===== src/rtl/shape_sequencer.sv =====
// shape_sequencer: walks a shape table once per frame, issuing each valid record to the renderer.
// Optional SHAPE_SEQ_TIMEOUT_EN adds a WAIT watchdog and a sticky timeout_err output.
module shape_sequencer #(
  parameter int CORDW   = 10,
  parameter int DATAW   = 12,
  parameter int NSHAPE  = 8,
  parameter int IDXW    = 3,
  parameter int TIMEOUT = 1023
) (
  input  logic             clk,
  input  logic             rst,
  input  logic             wr_en,
  input  logic [IDXW-1:0]  wr_addr,
  input  logic             wr_valid,
  input  logic [DATAW-1:0] wr_ty,
  input  logic [CORDW-1:0] wr_x0,
  input  logic [CORDW-1:0] wr_y0,
  input  logic [DATAW-1:0] wr_size,
  input  logic [IDXW:0]    count,
  input  logic             frame_start,
  input  logic             r_done,
  output logic [DATAW-1:0] ty,
  output logic [CORDW-1:0] x0,
  output logic [CORDW-1:0] y0,
  output logic [DATAW-1:0] size,
  output logic             start,
  output logic [IDXW-1:0]  idx,
  output logic             busy,
  output logic             frame_done,
  output logic             overrun
`ifdef SHAPE_SEQ_TIMEOUT_EN
  ,
  output logic             timeout_err
`endif
);
  typedef enum logic [2:0] {IDLE, LOAD, START, WAIT, FIN} state_t;
  localparam logic [IDXW:0] NS = NSHAPE[IDXW:0];
  state_t state;
  logic [DATAW-1:0] t_ty [NSHAPE];
  logic [DATAW-1:0] t_size [NSHAPE];
  logic [CORDW-1:0] t_x0 [NSHAPE];
  logic [CORDW-1:0] t_y0 [NSHAPE];
  logic [NSHAPE-1:0] t_valid;
  logic [IDXW:0] idx_r;
  logic [IDXW-1:0] a;
  logic last;
  assign a = idx_r[IDXW-1:0];
  assign idx = a;
  // idx_r is one bit wider than an entry index so the walk can reach NSHAPE without wrapping
  assign last = (idx_r >= count) || (idx_r == NS);
  always_ff @(posedge clk) begin
    if (wr_en) begin
      t_ty[wr_addr] <= wr_ty;
      t_x0[wr_addr] <= wr_x0;
      t_y0[wr_addr] <= wr_y0;
      t_size[wr_addr] <= wr_size;
    end
  end
  always_ff @(posedge clk or negedge rst) begin
    if (!rst) t_valid <= '0;
    else if (wr_en) t_valid[wr_addr] <= wr_valid;
  end
`ifdef SHAPE_SEQ_TIMEOUT_EN
  localparam int TW = $clog2(TIMEOUT + 1);
  logic [TW-1:0] tcnt;
`endif
  always_ff @(posedge clk or negedge rst) begin
    if (!rst) begin
      state <= IDLE;
      start <= 1'b0;
      frame_done <= 1'b0;
      busy <= 1'b0;
      overrun <= 1'b0;
      idx_r <= '0;
      ty <= '0;
      x0 <= '0;
      y0 <= '0;
      size <= '0;
`ifdef SHAPE_SEQ_TIMEOUT_EN
      tcnt <= '0;
      timeout_err <= 1'b0;
`endif
    end else begin
      start <= 1'b0;
      frame_done <= 1'b0;
      if (frame_start && busy) overrun <= 1'b1;
      case (state)
        IDLE: if (frame_start) begin
          state <= LOAD;
          idx_r <= '0;
          busy <= 1'b1;
        end
        LOAD: if (last) begin
          state <= FIN;
          frame_done <= 1'b1;
        end else if (!t_valid[a]) begin
          idx_r <= idx_r + 1'b1;
        end else begin
          ty <= t_ty[a];
          x0 <= t_x0[a];
          y0 <= t_y0[a];
          size <= t_size[a];
          start <= 1'b1;
          state <= START;
        end
        START: begin
          state <= WAIT;
`ifdef SHAPE_SEQ_TIMEOUT_EN
          tcnt <= '0;
`endif
        end
        WAIT: if (r_done) begin
          idx_r <= idx_r + 1'b1;
          state <= LOAD;
        end
`ifdef SHAPE_SEQ_TIMEOUT_EN
        else if (tcnt == TW'(TIMEOUT - 1)) begin
          idx_r <= idx_r + 1'b1;
          state <= LOAD;
          timeout_err <= 1'b1;
        end else begin
          tcnt <= tcnt + 1'b1;
        end
`endif
        FIN: begin
          busy <= 1'b0;
          state <= IDLE;
        end
        default: state <= IDLE;
      endcase
    end
  end
endmodule


===== config.mk =====
export PLATFORM = sky130hd
export DESIGN_NAME = shape_sequencer
export DESIGN_NICKNAME = d
export VERILOG_FILES = /design/src/rtl/shape_sequencer.sv
export SDC_FILE = /design/constraint.sdc
export NUM_CORES = 1
export LEC_CHECK = 0
export CAP_MARGIN = 15
export CELL_PAD_IN_SITES_DETAIL_PLACEMENT = 0
export CELL_PAD_IN_SITES_GLOBAL_PLACEMENT = 1
export CORE_MARGIN = 4
export CORE_UTILIZATION = 38
export CTS_CLUSTER_DIAMETER = 40
export DETAILED_ROUTE_END_ITERATION = 16
export PLACE_DENSITY_LB_ADDON = 0.25
export SYNTH_ARGS = -nofsm -noshare
export SYNTH_HDL_FRONTEND = slang
export SYNTH_SLANG_ARGS = --single-unit

===== constraint.sdc =====
create_clock -name clk -period 2.9 [get_ports clk]
set_clock_uncertainty 0.1 [all_clocks]
set_input_delay 0.29 -clock clk [delete_from_list [all_inputs] [get_ports clk]]
set_output_delay 0.29 -clock clk [all_outputs]
set_load 0.03 [all_outputs]

== Word level (Yosys, flattened, before mapping) ==
Memory sizes are Yosys's and may differ from the RTL's. A register that Yosys moved wholly into a read port is not among the register bits.
Index checks and enable logic that the tools add are counted.

* Bitwise operators: 1
* Equality and inequality tests: 10
* Multiplexer cells: 24
* Order comparisons: 4
* Reduce and logical (&&, ||, !) cells: 14
* Add/subtract/negate cells: 1

{| class="wikitable"
|+ Operators by type and width
! operator !! number
|-
| two-way mux 4 bit || 4
|-
| two-way mux 3 bit || 4
|-
| one-hot mux 3 bit (4 select lines) || 1
|-
| one-hot mux 4 bit (3 select lines) || 1
|-
| two-way mux 1 bit || 10
|-
| bitwise mux 8 bit || 1
|-
| less-than comparator 3 x 4 -> 1 bit (second input constant) || 2
|-
| != test 2 bit (second input constant) || 4
|-
| equality test 3 x 2 -> 1 bit (second input constant) || 2
|-
| AND reduction 3 bit || 2
|-
| AND reduction 5 bit || 1
|-
| adder 4 x 1 -> 4 bit (second input constant) || 1
|-
| equality test 4 bit (second input constant) || 1
|-
| >= comparator 4 bit || 1
|-
| logical NOT 1 bit || 4
|-
| binary-select mux 1 bit (select 3 bit) || 1
|-
| demux 1 bit (select 3 bit) || 1
|-
| equality test 3 x 1 -> 1 bit (second input constant) || 1
|-
| equality test 3 bit (second input constant) || 1
|-
| >= comparator 3 x 1 -> 1 bit (second input constant) || 1
|-
| logical NOT 3 bit || 1
|-
| != test 3 bit (second input constant) || 1
|-
| nonzero test 3 bit || 1
|-
| logical AND 1 bit || 2
|-
| 5 further kinds || 5
|}

* RAM bits: 352
* Input port bits: 57
* Register bits after elaboration: 19
* Memories kept: 4
* Output and inout port bits: 51

{| class="wikitable"
|+ Memory list
! memory !! words !! width !! read ports !! clocked after memory_dff !! write ports !! RTL line !! RTL
|-
| t_size || 8 || 12 || 1 || 1 || 1 || 40 || <nowiki>logic [DATAW-1:0] t_size [NSHAPE];</nowiki>
|-
| t_ty || 8 || 12 || 1 || 1 || 1 || 39 || <nowiki>logic [DATAW-1:0] t_ty [NSHAPE];</nowiki>
|-
| t_x0 || 8 || 10 || 1 || 1 || 1 || 41 || <nowiki>logic [CORDW-1:0] t_x0 [NSHAPE];</nowiki>
|-
| t_y0 || 8 || 10 || 1 || 1 || 1 || 42 || <nowiki>logic [CORDW-1:0] t_y0 [NSHAPE];</nowiki>
|}

== Longest topological paths before layout ==
* Depth in word-level cells: 5
* Depth in mapped cells: 11
* Depth with buffers taken out: 7

== Worst setup path after synthesis ==
No wires, ideal clock.

* Kind: input -> register
* Start: input wr_addr[0]
* End: register t_valid[0]
* Setup time: 0.080 ns
* Data required time: 2.720 ns
* Data arrival time: 4.106 ns
* Slack: -1.386 ns
* Path buffers: 0
* Stages: 3
* Path through: nand2b_1 -> nor3_1 -> mux2_2

* Longest elaborated chain between the ends: 5
* Elaborated cells on any way between the ends: 6
* Those cells by class: order compare (2); mux (3); reduce/logical (1)

{| class="wikitable"
|+ RTL lines
! item !! RTL line !! RTL
|-
| from (decl) || 13 || <nowiki>input logic [IDXW-1:0] wr_addr,</nowiki>
|-
| less-than comparator 3 x 4 -> 1 bit (not written as such) / >= comparator 3 x 1 -> 1 bit (equally long branches) || 61 || <nowiki>else if (wr_en) t_valid[wr_addr] <= wr_valid;</nowiki>
|-
| logical AND 1 bit (not written as such) || 61 ||
|-
| two-way mux 1 bit (not written as such) || 61 ||
|-
| demux 1 bit (select 3 bit) * || 61 ||
|-
| bitwise mux 8 bit * || 61 ||
|-
| to (signal, indexed assignment) || 61 ||
|-
| to (decl) || 43 || <nowiki>logic [NSHAPE-1:0] t_valid;</nowiki>
|}

Mark *: on every way between the ends. The rest lies on a longest branch, timed or not.
A chain may end at the register's enable or synchronous reset.

== Final worst setup path ==
* Start: register idx_r[1]
* End: output idx[1]

{| class="wikitable"
|+ RTL lines
! item !! RTL line !! RTL
|-
| from (decl) || 44 || <nowiki>logic [IDXW:0] idx_r;</nowiki>
|-
| from (signal assigned) || 97 || <nowiki>idx_r <= idx_r + 1'b1;</nowiki>
|-
| from (signal assigned) || 113 || <nowiki>idx_r <= idx_r + 1'b1;</nowiki>
|-
| to (decl) || 27 || <nowiki>output logic [IDXW-1:0] idx,</nowiki>
|}

No word-level cell between the ends.

==> flow_summary.ini <==
[clocking]
cts_setup_buffers = 0
numCtsBuffers = 61
clockRootBuffer = clkbuf_16
cts.sinks = 415
clk_pin_slew_ps = 60
cts_buffer_depth = 3
cts_tree = done
htreeDepth = 2
clkLatencyLatePin_ps = 610

[sta]
fin_crit_sh = 0.8848
fin_ws_ps = 334.0
max_slew_margin = 0.4879
rsz0062_at_grt = no
fmax_ghz = 0.3897
hold_violations = 0
worstMarginPinSlew_ps = 768.1
slew_viol_final = 0
fin_crit_ps = 2566
setup_viol = 0
hold-worst-slack_ps = 201.3

[die]
num_io_pins = 108
die_area_um2 = 46020
core_area_um2 = 42040
die_x_um = 214.5
die_h_um = 214.5
rows = 75
start_util = 0.3855

[yosys]
syn_area_um2 = 16210
synth_top_area_share = 0.6522
yosysMostFrequentCell = edfxtp_1
yosysWarnings = 0
synth-seq-cells = 415
synth_nets = 872
netlist_top_cells_area = edfxtp_1, mux4_2, dfrtp_1
ys_types = 42
synth_cells = 809
seq_area_frac_synth = 0.7494
synth-edff-count = 352
async_flop_share = 0.1518
syn_area_per_cell_um2 = 20.03
ys.flop_type = edfxtp_1
synth_common_cells = edfxtp_1, nand2_1, mux4_2
yosysTopAreaCell = edfxtp_1

[detailed_routing]
wl_per_cell_um = 22.00
vias = 7815
wirelength_um = 34390
drtIter0Drc = 415
vias_per_cell = 5.000
drc = 0
drtAntennaViolNets = 0
dr.pass1.iters = 4

[global_route]
overflow = 0
grt_max_degree = 77
track_usage = 0.1507
antenna_found_initial = 1
grt_pass1_vias = 8596
grt_pass1_wl_um = 53110

[worst_setup_path]
criticalPathCategory = flop to output port
startpoint = idx_r[1]
r2r_end = size[4]
start_kind = flop
critPathMaxFanout = 25
crit_end = idx[1]
rr_startpoint = idx_r[0]
r2r_slack_ps = 370
arrival_ps = 2180
required_ps = 2510
worstRegToRegCells = 8
cp-end-kind = output port

[pwr]
power.density_nw_per_um2 = 1006
switching_share = 0.2919
netSwitchingPower_mw = 5.937
p_leak_nw = 7.007
peakVddDrop_uv = 841.5
clkPwrFrac = 0.360
combPwrFrac = 0.273
pwr-share-seq = 0.367
p_int_mw = 14.40

[finish]
fin_util = 0.4811
areaGrowthSynthToFinish_pct = 24.78
final_nets = 1034
postLayoutCellArea_um2 = 20220
drive_gt1_frac = 0.2881
diodes = 0

[placement]
dpl_cell_area_um2 = 18130
portBuffers = 107
gp_congestion = 0.7051
post-place-ws_ps = 61.51
dp_hpwl_um = 18890

[outcome]
run_status = finished clean

[flow_run]
drv_cap = 0

[min_path]
hp-class = input pin to asynchronous set/reset pin
## stage by stage
step / power (mW) / setup TNS [ps] / instances
3_5_place_dp: 13.27 / 0 / 1446
5_1_grt: 21.30 / 0 / 1563
4_1_cts: 20.68 / 0 / 1563
6_report: 20.34 / 0 / 1563
3_3_place_gp: 13.25 / 0 / 1446
2_1_floorplan: 11.58 / -6271 / 809
## layout by cell type (no fill, tap or decap), drive strengths merged, types with 5 or more instances in the layout
cell type | netlist | layout
clkbuf | 8 | 71
ha | 6 | 6
a21oi | 5 | 5
edfxtp | 352 | 352
clkinvlp | 0 | 11
inv | 9 | 19
mux2 | 52 | 52
bufinv | 0 | 5
nor2 | 13 | 13
mux4 | 88 | 88
nor3 | 5 | 5
buf | 30 | 30
dfrtp | 63 | 63
nand2 | 138 | 138
clkinv | 0 | 19
clkdlybuf4s50 | 0 | 106
mux2i | 5 | 5
## sequential cells by signal, summed over array words and instances (netlist names), 3 cells and up
name,cells
ty,12
x0,10
t_valid,8
y0,10
t_x0,80
idx_r,4
size,12
t_ty,96
t_y0,80
state,3
t_size,96
## logic make-up (layout without fill, tap and decap cells)
| group | after synthesis | count (layout) | share of synthesized area |
|---|---|---|---|
| and+or+nand+nor | 174 | 174 | 0.04477 |
| AOI/OAI and AO/OA | 22 | 22 | 0.009650 |
| muxes | 145 | 145 | 0.1705 |
| DFF | 415 | 415 | 0.7494 |
| buffers and inverters | 47 | 262 | 0.02100 |
| adders and majority gates | 6 | 6 | 0.004632 |
## layer usage
metal,vias to the layer above,wire length (um),GRT usage
met5,-,12,0
met4,2,680,0.04106
met3,60,1385,0.03486
met2,154,17200,0.2528
met1,4073,15110,0.1993
li1,3526,-,-
## how the worst min path moves through the flow
stage	startpoint	to	slack, ps	cells after the start
2_1_floorplan	rst	busy	-110	0
3_3_place_gp	rst	idx_r[3]	300	1
3_5_place_dp	rst	frame_done	310	1
4_1_cts	rst	size[7]	200	2
5_1_grt	rst	size[7]	250	2
6_report	rst	size[7]	200	2
## power by group through the flow
stage | Sequential (mW) | Clock (mW) | Combinational (mW)
after CTS | 7.47 | 7.51 | 5.70
after global routing | 7.52 | 7.79 | 5.99
final | 7.46 | 7.32 | 5.56
after detailed placement | 7.57 | 0 | 5.70
after floorplan | 8.05 | 0 | 3.54
after global placement | 7.59 | 0 | 5.66
## area by class of cell
type                    instances  area, um^2
clock buffers                  71        1615
clock inverters                45       473.0
fillers                      3544       21820
inverters                       9       33.78
multi-input cells             347        3789
flip-flops and latches        415       12160
well taps                     539       674.4
repair buffers                137        1484
## worst max-delay path: stages (launching register included)
cell and delay, ps:
dfrtp_2 440, buf_4 390, clkdlybuf4s50_1 760
## timing repair
| item | in CTS | in global routing |
|---|---|---|
| setup endpoints to repair | 0 | 0 |
| hold endpoints to repair | 43 | 0 |
| resized for setup | 0 | 0 |
| hold buffers | 1 | 0 |
Note: power is estimated with default switching activity, not from simulation.
